$ cat src/rtl/deplasare_ctrl.sv
// deplasare_ctrl -- position sequencer for the 6x7-segment chase display.
//
// Walks a single lit segment around the perimeter of a bank of DISPLAY_COUNT
// displays: along the top row left to right, down the last display, along the
// bottom row right to left and back up the first display (clockwise), or the
// reverse path (counter-clockwise). A prescaler turns the system clock into
// step ticks at a rate selectable by speed_i.
//
// Parameters
//   DISPLAY_COUNT  number of displays in the bank (N)
//   STEP_DIV       clock cycles per step at speed_i = 0 (must be >= 8)
//   COL_WIDTH      column index width
//
// Ports
//   clk_i      system clock
//   rst_ni     synchronous active-low reset
//   en_i       1 = run, 0 = freeze position and prescaler
//   dir_i      0 = clockwise, 1 = counter-clockwise (sampled on each tick)
//   speed_i    effective divider is STEP_DIV >> speed_i
//   restart_i  synchronous return to home (row 1, col 0), no lap pulse
//   row_o      1 = top segment row, 0 = bottom; this is the FSM state itself
//   col_o      active display index, always 0..N-1
//   step_o     one-cycle pulse with every position change
//   lap_o      one-cycle pulse when the position re-enters home
module deplasare_ctrl #(
  parameter int DISPLAY_COUNT = 6,
  parameter int STEP_DIV      = 12_500_000,
  parameter int COL_WIDTH     = $clog2(DISPLAY_COUNT)
) (
  input  logic                 clk_i,
  input  logic                 rst_ni,
  input  logic                 en_i,
  input  logic                 dir_i,
  input  logic [1:0]           speed_i,
  input  logic                 restart_i,
  output logic                 row_o,
  output logic [COL_WIDTH-1:0] col_o,
  output logic                 step_o,
  output logic                 lap_o
);

  localparam int CNT_W = (STEP_DIV > 1) ? $clog2(STEP_DIV) : 1;
  localparam logic [COL_WIDTH-1:0] COL_LAST = COL_WIDTH'(DISPLAY_COUNT - 1);

  // TOP = segment on the top row, BOT = bottom row.
  typedef enum logic {
    BOT = 1'b0,
    TOP = 1'b1
  } state_t;

  state_t               state_q, state_d;
  logic [COL_WIDTH-1:0] col_q, col_d;
  logic [CNT_W-1:0]     cnt_q;
  logic [31:0]          div_eff;
  logic                 tick;
  logic                 lap_d;

  // Prescaler compare. Using >= rather than == means a divider lowered
  // mid-count fires immediately instead of waiting for a counter wrap.
  always_comb begin
    div_eff = 32'(STEP_DIV) >> speed_i;
    tick    = en_i & (32'(cnt_q) >= (div_eff - 32'd1));
  end

  // Next position. At the end of a row only the row flips; the column is
  // kept so the walk turns the corner through the same display.
  always_comb begin
    state_d = state_q;
    col_d   = col_q;
    case (state_q)
      TOP: begin
        if (!dir_i) begin
          if (col_q < COL_LAST) col_d = col_q + COL_WIDTH'(1);
          else                  state_d = BOT;
        end else begin
          if (col_q > '0)       col_d = col_q - COL_WIDTH'(1);
          else                  state_d = BOT;
        end
      end
      BOT: begin
        if (!dir_i) begin
          if (col_q > '0)       col_d = col_q - COL_WIDTH'(1);
          else                  state_d = TOP;
        end else begin
          if (col_q < COL_LAST) col_d = col_q + COL_WIDTH'(1);
          else                  state_d = TOP;
        end
      end
      default: begin
        state_d = TOP;
        col_d   = '0;
      end
    endcase
    lap_d = (state_d == TOP) && (col_d == '0);
  end

  // Restart shares the reset path so it overrides a simultaneous tick and
  // never produces a lap pulse.
  always_ff @(posedge clk_i) begin
    if (!rst_ni || restart_i) begin
      state_q <= TOP;
      col_q   <= '0;
      cnt_q   <= '0;
      step_o  <= 1'b0;
      lap_o   <= 1'b0;
    end else begin
      step_o <= tick;
      lap_o  <= tick & lap_d;
      if (tick) begin
        cnt_q   <= '0;
        state_q <= state_d;
        col_q   <= col_d;
      end else if (en_i) begin
        cnt_q <= cnt_q + CNT_W'(1);
      end
    end
  end

  assign row_o = (state_q == TOP);
  assign col_o = col_q;

endmodule

$ cat config.mk
export PLATFORM = sky130hd
export DESIGN_NAME = deplasare_ctrl
export DESIGN_NICKNAME = d
export VERILOG_FILES = /design/src/rtl/deplasare_ctrl.sv
export SDC_FILE = /design/constraint.sdc
export NUM_CORES = 1
export LEC_CHECK = 0
export ABC_AREA = 1
export CAP_MARGIN = 20
export CELL_PAD_IN_SITES_DETAIL_PLACEMENT = 1
export CELL_PAD_IN_SITES_GLOBAL_PLACEMENT = 1
export CORE_MARGIN = 2
export CORE_UTILIZATION = 30
export CTS_BUF_LIST = sky130_fd_sc_hd__clkbuf_4
export DETAILED_ROUTE_END_ITERATION = 8
export DONT_BUFFER_PORTS = 1
export PLACE_DENSITY_LB_ADDON = 0.1
export RECOVER_POWER = 100
export SLEW_MARGIN = 20
export SYNTH_ARGS = -nofsm -noshare
export SYNTH_HDL_FRONTEND = slang
export SYNTH_SLANG_ARGS = --single-unit
$ cat constraint.sdc
create_clock -name clk_i -period 2.7 [get_ports clk_i]
set_input_delay 0.54 -clock clk_i [delete_from_list [all_inputs] [get_ports clk_i]]
set_output_delay 0.54 -clock clk_i [all_outputs]
set_load 0.02 [all_outputs]
# Word-level counts from Yosys, hierarchy flattened
# Cells that the tools add are included.
[word_totals]
regBits = 30
inputBits = 7
wordCells = 33
[op_classes]
n_addsub = 4
magnitude_cmp = 3
shift = 1
mux = 12
bitwise_logic = 3
reduce_logical = 5
[ops]
columns = ["op", "n"]
rows = [
  ["24-bit by 32-bit >= comparator with 1-bit output", 1],
  ["24-bit by 2-bit >> shifter with 32-bit output (first input constant)", 1],
  ["32-bit by 1-bit subtractor with 32-bit output (second input constant)", 1],
  ["24-bit by 1-bit adder with 24-bit output (second input constant)", 1],
  ["3-bit 2-to-1 mux", 4],
  ["1-bit 2-to-1 mux", 6],
  ["3-bit one-hot mux with 2 select lines", 1],
  ["3-bit by 1-bit adder with 3-bit output (second input constant)", 1],
  ["3-bit by 1-bit greater-than comparator with 1-bit output (second input constant)", 1],
  ["3-bit zero test", 1],
  ["3-bit < comparator (second input constant)", 1],
  ["3-bit by 1-bit subtractor with 3-bit output (second input constant)", 1],
  ["1-bit bitwise AND", 2],
  ["1-bit one-hot mux with 2 select lines", 1],
  ["2-bit OR reduction", 1],
  ["1-bit logical AND", 1],
  ["1-bit zero test", 1],
  ["1-bit logical OR", 1],
  ["1-bit inverter", 1],
]

# Longest topological paths before layout
# Gate-level depths: netlist of the first run.
[depth]
depth_word = 7
ltp_mapped = 16
mapped_depth_nobuf = 15

# Least setup slack after synthesis of the first run
# OpenSTA, ideal clock, no wires.
[synth_timing]
kind = "input to register"
start = "input speed_i[0]"
end = "register cnt_q[0]"
setup_ns = 0.116
t_arrival_ns = 2.206
slack_ns = 0.378
path_stages = 16
path_cell_list = "nor2_1 inv_1 ha_1 ha_1 nand2_1 nor2_1 nand3_1 nand2_1 nand2_1 nand2_1 nand2_1 nand2_4 nand2_4 nand2_4 buf_6 nor2_1"
[synth_via]
elab_chain_len = 5
[synth_rtl]
columns = ["item", "line_no", "source"]
rows = [
  ["from (decl)", "34", "input logic [1:0] speed_i,"],
  ["24-bit by 2-bit >> shifter with 32-bit output", "61", "div_eff = 32'(STEP_DIV) >> speed_i;"],
  ["32-bit by 1-bit subtractor with 32-bit output", "62", "tick = en_i & (32'(cnt_q) >= (div_eff - 32'd1));"],
  ["24-bit by 32-bit >= comparator with 1-bit output", "62", ""],
  ["1-bit bitwise AND", "62", ""],
  ["2-bit OR reduction (no source line)", "-", ""],
  ["to (signal assigned)", "114", "cnt_q <= cnt_q + CNT_W'(1);"],
  ["to (decl)", "53", "logic [CNT_W-1:0] cnt_q;"],
]
# No other way between the ends.
# A chain may end at the register's enable or synchronous reset.

# Final worst setup path of the first run
[layout_timing]
start = "input speed_i[0]"
end = "register cnt_q[15]"
# Same word-level chain as after synthesis.

==> results.json, run 1 <==
{
  "cp_slowest_cell": "ha_1",
  "fin_crit_ps": 2180,
  "avgSynthCellArea_sq_um": 7.04,
  "timing.fmax_ghz": 0.459,
  "worstSkewPairLatency_ps": 340,
  "peakVddDrop_mv": 0.149,
  "area_growth_pct": 6.40,
  "path_depth": 15,
  "fin_nets": 346,
  "synth_area_sq_um": 2170,
  "antenna_cells": 0,
  "worst-path-buf-inv": 1,
  "nFillCells": 953,
  "die_h_um": 89.0,
  "wl_per_cell_um": 12.5,
  "cp-endpoint": "cnt_q[15]",
  "firstDrtPassIters": 4,
  "crit_top_cell": "nand2_1",
  "core_sq_um": 7140,
  "cp_max_fo": 24,
  "power.density_nw_per_um2": 334,
  "rsz0062_at_grt": "no",
  "dp.cells": 405,
  "synth_compound_area_share_pct": 3.92,
  "synth_area_leader_cell": "dfxtp_1",
  "dieArea_sq_um": 7930,
  "synth_fa_ha_area_share_pct": 15.0,
  "netlist_instances": 308,
  "instances_no_fill": 413,
  "synth_xor_area_share_pct": 10.1,
  "synth_cell_type_count": 27,
  "yosys_warnings": 0,
  "path_clk_slew_ps": 100,
  "dp_hpwl_mm": 4.15,
  "muxShareOfSynthArea_pct": 0.461,
  "utilization_pct": 32.3,
  "cp_cell_sequence": "nor2_1 > inv_1 > ha_1 > ha_1 > nand2_1 > nor2_1 > nand3_1 > nand2_1 > nand2_1 > nand2_1 > nand2_1 > nand2_1 > nand2_4 > nand2_4 > nor2_1",
  "clk_path_buf_depth": 2,
  "drtAntennaViolNets": 0,
  "cp-end-kind": "register",
  "setup_violations": 0,
  "synth_top_family_by_area": "simple AND/OR/NAND/NOR gates",
  "min_period_over_period_pct": 80.8,
  "cp-start-kind": "input port",
  "placed_cell_area_sq_um": 2270,
  "overflow": 0,
  "netlist_top_cells_area": "dfxtp_1, ha_1, nand2_1",
  "outcome": "complete, no violations",
  "r2r_slack_ps": 610,
  "start_util_pct": 30.4,
  "vias": 1843,
  "htreeDepth": 2,
  "p_clk_share_pct": 35.6,
  "drt_iter0_drc": 53,
  "synth-simple-area-share_pct": 34.4,
  "cts_buffers": 5,
  "worstPathArrival_ps": 2400,
  "synth_top_cell_area_share_pct": 27.7,
  "cts_hold_buffers": 0,
  "crit_type": "in2reg",
  "skew_ps": 11.1,
  "grt_first_pass_wirelength_mm": 8.89,
  "ys_seq_area_share_pct": 27.7,
  "stdcell_area_sq_um": 2310,
  "cts_resized": 0,
  "synth-seq-cells": 30,
  "cap_violations": 0,
  "p_comb_share_pct": 6.8,
  "cp_data_required_time_ps": 2920,
  "worstReg2RegStart": "cnt_q[15]",
  "grt_pass1_vias": 1832,
  "drc": 0,
  "routed_via_density": 4.46,
  "intPower_mw": 0.569,
  "clock_sink_count": 30,
  "port_buffers": 0,
  "p_switching_mw": 0.202,
  "gp_congestion": 0.748,
  "path_delay_family": "simple AND/OR/NAND/NOR gates",
  "drt_wl_total_mm": 5.15,
  "die_w_um": 89.0,
  "grt_max_degree": 25,
  "cts_tree": "built",
  "cts_root_buffer": "clkbuf_4",
  "timing_hold_violations_final": 0,
  "rr_worst_depth": 12,
  "reg2reg_to": "cnt_q[15]",
  "antenna_found_initial": 0,
  "drv_slew": 0,
  "rows": 31,
  "gr-usage-all-layers_pct": 14.8,
  "pin_count": 13,
  "pre_cts_slack_ps": 206,
  "startpoint": "speed_i[0]",
  "power_leakage_nw": 1.03,
  "swShare_pct": 26.2,
  "cts_setup_buffers": 0,
  "seq_power_share_pct": 57.6,
  "fin_tns_setup_ps": 0,
  "hold_path_class": "in2reg",
  "worst_slack_ps": 519,
  "drive_gt1_share_pct": 6.69,
  "critPathMaxStageDelay_ps": 290
}
==> state kept, by name, summed over array words and instances (netlist names) <==
register / count
cnt_q: 24
row_o: 1
step_o: 1
col_o: 3
lap_o: 1
==> cells in the mapped netlist (all sizes together) <==
library cell	count
nand2	70
nor2	60
inv	37
dfxtp	30
ha	26
nand3	21
xnor2	13
xor2	12
a21oi	8
nand4	8
nor3	6
o21ai	6
buf	3
conb	2
clkbuf	1
mux2i	1
nor4	1
o211ai	1
o21a	1
or2	1
==> cell type report <==
type | count | area, sq um | area share (%)
clock inverter | 2 | 8.76 | 0.379
multi-input combinational | 238 | 1380 | 59.9
timing repair buffer | 1 | 7.51 | 0.325
inverter | 37 | 139 | 6.02
clock buffer | 6 | 45.0 | 1.95
sequential | 30 | 601 | 26.0
tap | 99 | 124 | 5.37
==> worst min-delay path by stage <==
stage,cells after the start,start,endpoint
after floorplan,2,cnt_q[1],cnt_q[1]
after global placement,2,cnt_q[1],cnt_q[1]
after detailed placement,2,cnt_q[1],cnt_q[1]
after CTS,2,en_i,col_o[1]
after global routing,2,en_i,row_o
final,2,en_i,col_o[1]
==> cell usage in the layout, fill, tap and decap left out, types with 7 or more instances in the layout <==
| cell | instances |
|---|---|
| a21oi_1 | 8 |
| dfxtp_1 | 30 |
| ha_1 | 26 |
| inv_1 | 37 |
| nand2_1 | 67 |
| nand3_1 | 20 |
| nand4_1 | 8 |
| nor2_1 | 52 |
| nor2_2 | 7 |
| xnor2_1 | 13 |
| xor2_1 | 12 |
==> power by group through the flow <==
stage          logic [mW]  clock network (mW)  registers (mW)
4_1_cts            0.0543               0.290           0.444
6_report           0.0528               0.274           0.444
3_5_place_dp       0.0541                   0           0.455
2_1_floorplan      0.0483                   0           0.454
3_3_place_gp       0.0531                   0           0.454
5_1_grt            0.0619               0.306           0.445
==> routing by layer <==
| metal | GRT usage [%] | part of all wire [%] | vias to the layer above |
|---|---|---|---|
| met1 | 18.9 | 50 | 836 |
| li1 | - | - | 982 |
| met5 | 0 | 0 | - |
| met3 | 3.79 | 2.7 | 8 |
| met2 | 24.7 | 46 | 17 |
| met4 | 4.07 | 1.3 | 0 |
==> through the flow <==
stage                     hold WS (ps)  power, mW
after global placement             515      0.508
after detailed placement           538      0.509
after global routing               348      0.813
final                              354      0.771
after floorplan                    503      0.503
after CTS                          338      0.788
==> cell families after synthesis <==
kind of cell    Yosys count
compound gates           16
xor+xnor                 25
fa+ha+maj                26
buf+inv                  41
flops                    30
mux                       1
other cells               2
simple gates            167
Note: power is estimated with default switching activity, not from simulation.
==> run 2: changes to the inputs <==
==> constraint.sdc (replaced) <==
create_clock -name clk_i -period 2.1 [get_ports clk_i]
set_input_delay 0.42 -clock clk_i [delete_from_list [all_inputs] [get_ports clk_i]]
set_output_delay 0.42 -clock clk_i [all_outputs]
set_load 0.02 [all_outputs]
==> run 2 against run 1 <==
  * Cell area rose by 3.4%
  * Clock skew fell by 1.9 ps
  * Combinational power rose by 40%
  * First-iteration DRC count fell by 11%
  * Worst hold slack got worse by 98 ps
  * Die area did not move
  * Count of clock-buffer cells in the layout fell by 1
  * Register-to-register slack got worse by 400 ps
  * Routed wire length rose by 4.9%
  * Sequential power rose by 29%
  * Critical path type unchanged
  * Largest cell class unchanged
==> results.json, run 2 (synthesized netlist as in run 1, its figures left out) <==
{
  "grt_pass1_vias": 2002,
  "gr-usage-met1_pct": 19.8,
  "fin_nets": 357,
  "dp_hpwl_mm": 4.42,
  "layout_commonest_cell": "nand2_1",
  "drt_wl_total_mm": 5.40,
  "drt_iter0_drc": 47,
  "worstReg2RegStart": "cnt_q[14]",
  "port_buffers": 0,
  "die_h_um": 89.0,
  "gr-usage-all-layers_pct": 15.5,
  "outcome": "complete, no violations",
  "use_met2_pct": 26.9,
  "multiInputGateArea_sq_um": 1400,
  "fin_crit_ps": 1920,
  "placed_cell_area_sq_um": 2360,
  "vias": 1899,
  "cp-start-kind": "input port",
  "worstSkewPairLatency_ps": 320,
  "dieArea_sq_um": 7930,
  "cts_buffers": 5,
  "cts_root_buffer": "clkbuf_4",
  "cp-end-kind": "register",
  "rr_worst_depth": 12,
  "pin_count": 13,
  "r2r_slack_ps": 210,
  "worstPathArrival_ps": 2190,
  "cts_resized": 0,
  "cts_tree": "built",
  "core_sq_um": 7140,
  "power.density_nw_per_um2": 404,
  "whs_path_depth": 2,
  "die_w_um": 89.0,
  "clk_path_buf_depth": 2,
  "top_usage_layer": "met2",
  "htreeDepth": 2,
  "timing_hold_violations_final": 0,
  "gp_congestion": 0.758,
  "nFillCells": 928,
  "grt_max_degree": 25,
  "final_cell_mix": "nand2_1, nor2_1, inv_1",
  "reg2reg_to": "cnt_q[14]",
  "cp_max_fo": 8,
  "start_util_pct": 30.4,
  "crit_type": "in2reg",
  "grt_first_pass_wirelength_mm": 9.47,
  "grt_use_met3_pct": 3.69,
  "cp_data_required_time_ps": 2370,
  "timing.fmax_ghz": 0.520,
  "drc": 0,
  "pre_cts_slack_ps": -125,
  "cap_violations": 0,
  "path_clk_slew_ps": 100,
  "cts_hold_buffers": 0,
  "regArea_sq_um": 601,
  "antenna_cells": 0,
  "hold_path_class": "in2reg",
  "skew_ps": 9.13,
  "hold-worst-slack_ps": 255,
  "drv_slew": 0,
  "power_mw": 0.964,
  "clock_sink_count": 30,
  "min_period_over_period_pct": 91.5,
  "stdcell_area_sq_um": 2390,
  "drive_gt1_share_pct": 9.23,
  "rsz0062_at_grt": "no",
  "top_register": "cnt_q",
  "routed_via_density": 4.48,
  "power_leakage_nw": 1.07,
  "largest_register_ff_count": 24,
  "holdPathEnd": "col_o[2]",
  "peakVddDrop_mv": 0.215,
  "overflow": 0,
  "cts_setup_buffers": 0,
  "setup_violations": 0,
  "firstDrtPassIters": 4,
  "worst_slack_ps": 178,
  "area_growth_pct": 10.0,
  "drtAntennaViolNets": 0,
  "rows": 31,
  "antenna_found_initial": 0,
  "startpoint": "speed_i[0]",
  "wl_per_cell_um": 12.7,
  "hold_start": "en_i",
  "utilization_pct": 33.5
}
-- run 2: cell count changes in the layout (fill, tap and decap cells not counted) --
| cell | previous run | this run |
|---|---|---|
| buf_4 | 1 | 9 |
| nand2_2 | 1 | 2 |
| nand2_1 | 67 | 66 |
| clkbuf_1 | 0 | 3 |
| clkbuf_4 | 6 | 5 |
| clkinv_2 | 1 | 0 |
| nor2_4 | 1 | 2 |
| clkinv_1 | 1 | 3 |
| nor2_2 | 7 | 8 |
| nor2_1 | 52 | 50 |
-- run 2: layout make-up --
class | instances | area share (%)
Clock buffer | 5 | 1.57
Clock inverter | 3 | 0.472
Inverter | 37 | 5.82
Multi-Input combinational cell | 238 | 58.5
Sequential cell | 30 | 25.2
Tap cell | 99 | 5.19
Timing Repair Buffer | 12 | 3.30
-- run 2: routing by layer --
metal	vias to the layer above	routed length (um)
met3	2	110
met1	882	2690
li1	1005	-
met5	-	0
met2	10	2590
met4	0	20
-- run 2: where the power goes --
part,leakage [nW],internal [mW],switching [mW],total [mW]
logic,0.796,0.0276,0.0462,0.0738
clock network,0.0277,0.119,0.200,0.319
registers,0.242,0.570,0.00124,0.571
total,1.07,0.717,0.247,0.964
-- run 2: stage by stage --
step           cells  TNS (ps)
6_report         424         0
2_1_floorplan    309         0
4_1_cts          424         0
3_5_place_dp     416     -2910
5_1_grt          424         0
3_3_place_gp     416     -1850
-- run 2: worst max path at each step --
stage | endpoint | slack [ps]
after global placement | cnt_q[5] | -80
after global routing | col_o[0] | 20
after CTS | cnt_q[21] | 200
after floorplan | cnt_q[0] | 1
after detailed placement | cnt_q[21] | -120
final | col_o[2] | 180
-- run 2: worst max-delay path: stages --
cell,delay [ps]
nor2_4,80
inv_1,60
ha_1,290
ha_1,290
nand2_1,70
nand2_1,60
a21oi_1,120
nand2_1,70
nand2_1,70
nand2_1,50
nand2_1,90
nand2_4,50
nand2_2,80
clkbuf_1,220
nand3_1,100
nand2_1,80
==> run 3: changes to the inputs <==
--- a/config.mk
+++ b/config.mk
@@ -6,14 +6,16 @@
 export NUM_CORES = 1
 export LEC_CHECK = 0
 export ABC_AREA = 1
+export ABC_CLOCK_PERIOD_IN_PS = 2100
 export CAP_MARGIN = 20
 export CELL_PAD_IN_SITES_DETAIL_PLACEMENT = 1
 export CELL_PAD_IN_SITES_GLOBAL_PLACEMENT = 1
 export CORE_MARGIN = 2
-export CORE_UTILIZATION = 30
+export CORE_UTILIZATION = 48
 export CTS_BUF_LIST = sky130_fd_sc_hd__clkbuf_4
 export DETAILED_ROUTE_END_ITERATION = 8
 export DONT_BUFFER_PORTS = 1
+export GPL_ROUTABILITY_DRIVEN = 0
 export PLACE_DENSITY_LB_ADDON = 0.1
 export RECOVER_POWER = 100
 export SLEW_MARGIN = 20
==> run 3 against run 2 <==
  * Die area down 36%
  * Core utilization up 19 points
  * Clock power about the same
  * Cell count down 13%
  * Critical path type unchanged
  * Highest routed layer unchanged
==> results.json, run 3 (synthesized netlist as in run 1, its figures left out) <==
{
  "power_mw": 0.963,
  "drc": 0,
  "vias": 1911,
  "cts_root_buffer": "clkbuf_4",
  "worstPathArrival_ps": 2100,
  "utilization_pct": 52.5,
  "cts_buffers": 5,
  "firstDrtPassIters": 4,
  "layout_commonest_cell": "nand2_1",
  "grt_pass1_vias": 1969,
  "fin_tns_setup_ps": 0,
  "clock_sink_count": 30,
  "critPathMaxStageDelay_ps": 290,
  "antenna_found_initial": 0,
  "cts_setup_buffers": 0,
  "r2r_slack_ps": 270,
  "crit_type": "in2reg",
  "dp_hpwl_mm": 4.04,
  "antenna_cells": 0,
  "timing_hold_violations_final": 0,
  "nFillCells": 608,
  "drive_gt1_share_pct": 8.18,
  "start_util_pct": 49.8,
  "drt_iter0_drc": 49,
  "gr-usage-all-layers_pct": 22.5,
  "die_h_um": 71.2,
  "worst_slack_ps": 258,
  "cts_tree": "built",
  "wl_per_cell_um": 13.4,
  "pre_cts_slack_ps": -126,
  "core_sq_um": 4350,
  "pin_count": 13,
  "setup_violations": 0,
  "path_clk_slew_ps": 90,
  "drtAntennaViolNets": 0,
  "htreeDepth": 2,
  "clk_path_buf_depth": 2,
  "min_period_over_period_pct": 87.7,
  "grt_max_degree": 25,
  "routed_via_density": 5.16,
  "cp_slowest_cell": "ha_1",
  "cp_max_fo": 24,
  "power_leakage_nw": 1.05,
  "overflow": 0,
  "largest_register_ff_count": 24,
  "outcome": "complete, no violations",
  "cp_data_required_time_ps": 2360,
  "timing.fmax_ghz": 0.543,
  "peakVddDrop_mv": 0.311,
  "fin_nets": 351,
  "skew_ps": 9.16,
  "drt_wl_total_mm": 4.97,
  "hold_path_class": "in2reg",
  "dp.cells": 363,
  "cp_cell_sequence": "nor2_4 > inv_1 > ha_1 > ha_1 > nand2_1 > nand2_1 > a21oi_1 > nand2_1 > nand2_1 > nand2_1 > nand2_1 > nand2_4 > nand2_4 > nand2_4 > nor2_1",
  "dieArea_sq_um": 5070,
  "port_buffers": 0,
  "cp-start-kind": "input port",
  "fin_crit_ps": 1840,
  "cap_violations": 0,
  "final_cell_mix": "nand2_1, nor2_1, inv_1",
  "cp-end-kind": "register",
  "crit_top_cell": "nand2_1",
  "cts_hold_buffers": 0,
  "worstSkewPairLatency_ps": 330,
  "drv_slew": 0,
  "power.density_nw_per_um2": 421,
  "rows": 24,
  "rsz0062_at_grt": "no",
  "instances_no_fill": 370,
  "area_growth_pct": 5.42,
  "die_w_um": 71.2,
  "grt_first_pass_wirelength_mm": 8.96,
  "cts_resized": 0,
  "top_register": "cnt_q"
}
==> run 3: cell types whose count changed in the layout (fill, tap and decap cells not counted), sizes merged <==
cell / delta
buf: -5
clkbuf: -1
clkinv: -1
==> run 3: layer usage <==
metal	track usage [%]	part of all wire (%)
met1	29.0	48
met2	37.7	47
met3	4.22	2.8
met4	7.97	1.7
met5	0	0
==> run 3: area by class of cell <==
type | instances | area (sq um) | area share (%)
clock inverter | 2 | 10.0 | 0.438
sequential | 30 | 601 | 26.3
multi-input combinational | 238 | 1400 | 61.1
inverter | 37 | 139 | 6.07
timing repair buffer | 6 | 38.8 | 1.70
tap | 52 | 65.1 | 2.84
clock buffer | 5 | 37.5 | 1.64
==> run 3: path summary, 6_finish.rpt <==
check | from | endpoint | cells after the start
worst max-delay path | speed_i[0] | cnt_q[3] | 15
worst min-delay path | en_i | col_o[2] | 2
worst max register to register | cnt_q[15] | cnt_q[3] | 12
worst min register to register | col_o[1] | col_o[1] | 2
==> run 3: worst max-delay path, delay by kind of cell <==
| kind | cells | cell delay, ps |
|---|---|---|
| buffers and inverters | 1 | 60 |
| adder cells (fa/ha/maj) | 2 | 570 |
| AO/OA/AOI/OAI | 1 | 140 |
| AND/OR/NAND/NOR | 11 | 910 |
==> run 3: stage by stage <==
stage	hold WS, ps	area [sq um]
2_1_floorplan	503	2180
5_1_grt	233	2290
3_5_place_dp	477	2250
4_1_cts	228	2300
6_report	247	2290
3_3_place_gp	466	2250
==> run 3: power breakdown <==
part	switching, mW	leakage, nW	total, mW	internal [mW]
logic	0.0455	0.780	0.0702	0.0247
registers	0.00123	0.242	0.571	0.570
clock network	0.201	0.0308	0.321	0.120
total	0.248	1.05	0.963	0.715
